==> config.mk <==
export PLATFORM = sky130hd
export DESIGN_NAME = serial_sub_unpack
export DESIGN_NICKNAME = d
export VERILOG_FILES = /design/src/rtl/serial_arith_pkg.sv /design/src/rtl/sub1_cell.sv /design/src/rtl/serial_sub_unpack.sv
export SDC_FILE = /design/constraint.sdc
export NUM_CORES = 1
export LEC_CHECK = 0
export ABC_AREA = 1
export CAP_MARGIN = 20
export CORE_UTILIZATION = 42
export DETAILED_ROUTE_END_ITERATION = 8
export GPL_ROUTABILITY_DRIVEN = 1
export PLACE_DENSITY = 0.71
export SETUP_SLACK_MARGIN = 0.02
export SLEW_MARGIN = 20
export SYNTH_ARGS = -nofsm -noshare
export SYNTH_HDL_FRONTEND = slang
export SYNTH_SLANG_ARGS = --single-unit
export TNS_END_PERCENT = 20
==> constraint.sdc <==
create_clock -name clk -period 2 [get_ports clk]
set_input_delay 0.2 -clock clk [delete_from_list [all_inputs] [get_ports clk]]
set_output_delay 0.2 -clock clk [all_outputs]
set_load 0.005 [all_outputs]
==> src/rtl/serial_arith_pkg.sv <==
// serial_arith_pkg: shared state type, default width and 1-bit subtract helper for serial arithmetic blocks
package serial_arith_pkg;
  typedef enum logic {SHIFT, HOLD} ser_state_t;
  localparam int SER_WIDTH_DEF = 4;
  function automatic logic [1:0] sub1(input logic a, input logic b, input logic bin);
    return {(~a & b) | (~(a ^ b) & bin), a ^ b ^ bin};
  endfunction
endpackage

==> src/rtl/sub1_cell.sv <==
// sub1_cell: combinational 1-bit full subtractor (d = a - b - bin, bout = borrow out)
module sub1_cell
  import serial_arith_pkg::*;
(
  input  logic a,
  input  logic b,
  input  logic bin,
  output logic d,
  output logic bout
);
  // one subtract step
  always_comb {bout, d} = sub1(a, b, bin);
endmodule

==> src/rtl/serial_sub_unpack.sv <==
// serial_sub_unpack: LSB-first bit-serial subtractor that assembles a WIDTH-bit difference word.
// Optional SERIAL_SUB_INV_A_EN: minuend stream arrives active-low and is inverted on entry.
module serial_sub_unpack
  import serial_arith_pkg::*;
#(
  parameter int WIDTH = SER_WIDTH_DEF,
  parameter int CNT_W = $clog2(WIDTH)
) (
  input  logic             clk,
  input  logic             rst_n,
  input  logic             in_valid,
  output logic             in_ready,
  input  logic             in_a,
  input  logic             in_b,
  input  logic             in_bin,
  output logic             out_valid,
  input  logic             out_ready,
  output logic [WIDTH-1:0] out_diff,
  output logic             out_bout
);
  localparam logic [CNT_W-1:0] LAST = CNT_W'(WIDTH - 1);
  ser_state_t       state_q, state_d;
  logic [CNT_W-1:0] cnt_q, cnt_d;
  logic             borrow_q, borrow_d;
  logic [WIDTH-1:0] shift_q, shift_d;
  logic [WIDTH-1:0] diff_q, diff_d;
  logic             bout_q, bout_d;
  logic             a_eff, b_in, d, bout, accept;
`ifdef SERIAL_SUB_INV_A_EN
  assign a_eff = ~in_a;
`else
  assign a_eff = in_a;
`endif
  assign b_in      = (cnt_q == '0) ? in_bin : borrow_q;
  assign in_ready  = (state_q == SHIFT);
  assign out_valid = (state_q == HOLD);
  assign accept    = in_valid & in_ready;
  assign out_diff  = diff_q;
  assign out_bout  = bout_q;

  sub1_cell u_cell (
    .a    (a_eff),
    .b    (in_b),
    .bin  (b_in),
    .d    (d),
    .bout (bout)
  );

  // next state: absorb accepted beats in SHIFT, publish the word on the last beat, release on out_ready
  always_comb begin
    state_d  = state_q;
    cnt_d    = cnt_q;
    borrow_d = borrow_q;
    shift_d  = shift_q;
    diff_d   = diff_q;
    bout_d   = bout_q;
    if (state_q == SHIFT && accept) begin
      shift_d[cnt_q] = d;
      borrow_d       = bout;
      cnt_d          = (cnt_q == LAST) ? '0 : cnt_q + CNT_W'(1);
      if (cnt_q == LAST) begin
        state_d = HOLD;
        diff_d  = shift_d;
        bout_d  = bout;
      end
    end else if (state_q == HOLD && out_ready) begin
      state_d = SHIFT;
      shift_d = '0;
    end
  end

  // state registers, cleared asynchronously so a partial or held word is discarded
  always_ff @(posedge clk or negedge rst_n) begin
    if (!rst_n) begin
      state_q  <= SHIFT;
      cnt_q    <= '0;
      borrow_q <= 1'b0;
      shift_q  <= '0;
      diff_q   <= '0;
      bout_q   <= 1'b0;
    end else begin
      state_q  <= state_d;
      cnt_q    <= cnt_d;
      borrow_q <= borrow_d;
      shift_q  <= shift_d;
      diff_q   <= diff_d;
      bout_q   <= bout_d;
    end
  end
endmodule
==> qor.txt, run 1 <==
Final ANT Viol Nets - 0
startpoint types - register
hold crit path type - primary input to asynchronous set/reset pin
Synth Area per Inst - 8.50 um2
Tcrit/Tclk final - 0.930
GR Util All Layers - 0.172
Post-DP HPWL - 833 um
Hold Vio Cnt, Final - 0
#FFs+latches synth - 12
final setup skew - 0.00788 ns
# rows - 13
# Max-Cap Violations - 0
H-tree Lvls - 1
CTS clk-pin slew, worst paths - 0.09 ns
outcome - finished, final reports clean
mux contribution to synthesized area - 0
Peak Freq - 538 MHz
final-report max-slew violation count - 0
Post-Synthesis Cells - 72
most frequent cells in the layout - nand2_1 (33), clkdlybuf4s50_1 (13), dfrtp_1 (12), inv_1 (6)
first-pass GRT wire length - 1.77 mm
1st-iter DRT viols - 7
diodes inserted - 0
Die Area - 1610 um2
Ports - 14
setup violators final - 0
DRC - 0
Synth Area in Compound Gates - 0.0491
I/O Buffers - 13
Avg WL per Cell - 11.6 um
Crit. End Element - register
minimum clock period - 1.86 ns
Layout Nets - 103
Root Buffer - clkbuf_4
commonest non-fill, non-tap cell in the layout - nand2_1
vias post-DR - 495
RSZ-0062 raised after global routing - false
antenna violations before repair - 0
dominant cell type by area after synthesis - dfrtp_1
largest net degree at the start of global routing - 13
main combinational cell family by area after synthesis - simple AND/OR/NAND/NOR gates
CTS Buffer Depth - 2
Setup TNS - 0 ns
Critical Path RT - 2.18 ns
CTS tree - yes
Synth Area in XOR/XNOR - 0
Min Hold Slack - 0.270 ns
worst-path maximum fanout - 4
DRT Pass-1 Iters - 4
WS Path Type - register to register
Inserted Clock Buffers - 3
Post-Synth Adder-Cell Area - 0.115
Yosys warning count - 0
Max transition margin - 0.632
overall die width - 40.2 um
clk sink count - 12
routability congestion estimate - 0.798
Synth Area in Simple Gates - 0.290
net count after synthesis - 84
sequential-to-total area share from yosys stat - 0.491
clock latency on the worst-skew pair - 0.28 ns
core footprint - 1330 um2
Distinct cells, synth - 13
Worst Path Arrival - 2.04 ns
Area Overhead vs Synth - 32.5%
die height - 40.2 um
ranking of synthesized cells by area - dfrtp_1 (49%), nand2_1 (20%), ha_1 (8.2%), inv_1 (4.3%), fa_1 (3.3%)
Total Wirelength - 1.21 mm
top-area cell type share of the netlist area - 0.491
Starting Density - 0.459
Lkg Pwr - 0.415 nW
PwrDens - 1430 nW/um2
Via density - 4.71
worst-margin pin slew - 0.551 ns
total grt overflow - 0
VDD IR max - 0.000598 V
vias in the first global route - 422
share of layout cells above drive strength 1 - 0.156
Mapped Area - 612 um2
[metal layers]
metal	GRT usage	vias to the layer above	wire, um
met1	0.238	222	569
met2	0.258	13	568
met5	0	-	0
met3	0.0333	3	56
met4	0.0776	0	21
li1	-	257	-
[registers in the layout, summed over array words and instances, names as in the netlist]
signal	count
cnt_q	2
out_valid	1
out_diff	4
borrow_q	1
shift_q	3
out_bout	1
[cell type report]
type                       instances  area, um2
sequential                        12        300
inverter                           9       33.8
fill                             124        523
timing repair buffer              14        138
tap                               15       18.8
clock buffer                       4       36.3
multi-input combinational         51        284
[cells by family after synthesis]
kind of cell,count (synthesis)
compound gates,6
simple gates,40
flops,12
buf+inv,9
fa+ha+maj,5
[final timing paths]
path,cells after the start,slack [ns],endpoint,start
max,9,0.14,out_diff[0],cnt_q[1]
min,1,0.27,out_diff[0],rst_n
max reg2reg,9,0.14,out_diff[0],cnt_q[1]
min reg2reg,2,0.48,out_diff[3],out_diff[3]
max in group asynchronous,1,1.36,cnt_q[0],rst_n
min in group clk,2,0.48,out_diff[3],out_diff[3]
[where the power goes]
part,internal (W),switching [W]
sequential,0.000346,0.0000600
combinational,0.000270,0.000286
clock,0.000111,0.0000888
total,0.000726,0.000435
[through the flow]
| step | instances | util | power [W] | cell area, um2 | setup WS (ns) |
|---|---|---|---|---|---|
| 6_report | 105 | 0.608 | 0.00116 | 811 | 0.140 |
| 2_1_floorplan | 72 | - | 0.000726 | 612 | 0.171 |
| 5_1_grt | 105 | 0.608 | 0.00127 | 811 | 0.0259 |
| 4_1_cts | 105 | 0.603 | 0.00115 | 805 | 0.0324 |
| 3_3_place_gp | 100 | 0.570 | 0.000923 | 761 | 0.0701 |
| 3_5_place_dp | 100 | 0.570 | 0.000928 | 761 | 0.0419 |
[synth_stat cells]
| master | instances |
|---|---|
| dfrtp_1 | 12 |
| fa_1 | 1 |
| ha_1 | 4 |
| inv_1 | 7 |
| inv_2 | 2 |
| nand2_1 | 33 |
| nand2_4 | 1 |
| nand3_1 | 3 |
| nand3_2 | 1 |
| nor2_4 | 1 |
| o21ai_0 | 4 |
| o21ai_1 | 2 |
| or2_2 | 1 |
[worst max-delay path: stages, from the launching register on]
cell	delay, ns
dfrtp_1	0.39
inv_2	0.07
ha_2	0.18
or2_2	0.29
o21ai_2	0.07
fa_1	0.48
nand2_1	0.10
nand2_1	0.06
nand2_1	0.07
nand2_1	0.04
[what timing repair did]
item	CTS	global route
hold buffers	0	0
gates cloned	0	0
pin swaps	1	1
setup buffers	1	0
endpoints found under the setup margin	2	6
gates resized for setup	0	4
Power figures use the tool's default switching activity.
==> run 2, diff against run 1 <==
--- a/config.mk
+++ b/config.mk
@@ -9,7 +9,7 @@
 export CAP_MARGIN = 20
 export CORE_UTILIZATION = 42
 export DETAILED_ROUTE_END_ITERATION = 8
-export GPL_ROUTABILITY_DRIVEN = 1
+export GPL_ROUTABILITY_DRIVEN = 0
 export PLACE_DENSITY = 0.71
 export SETUP_SLACK_MARGIN = 0.02
 export SLEW_MARGIN = 20
==> results of run 2 <==
Final layout, timing and power as in run 1 (identical DEF).
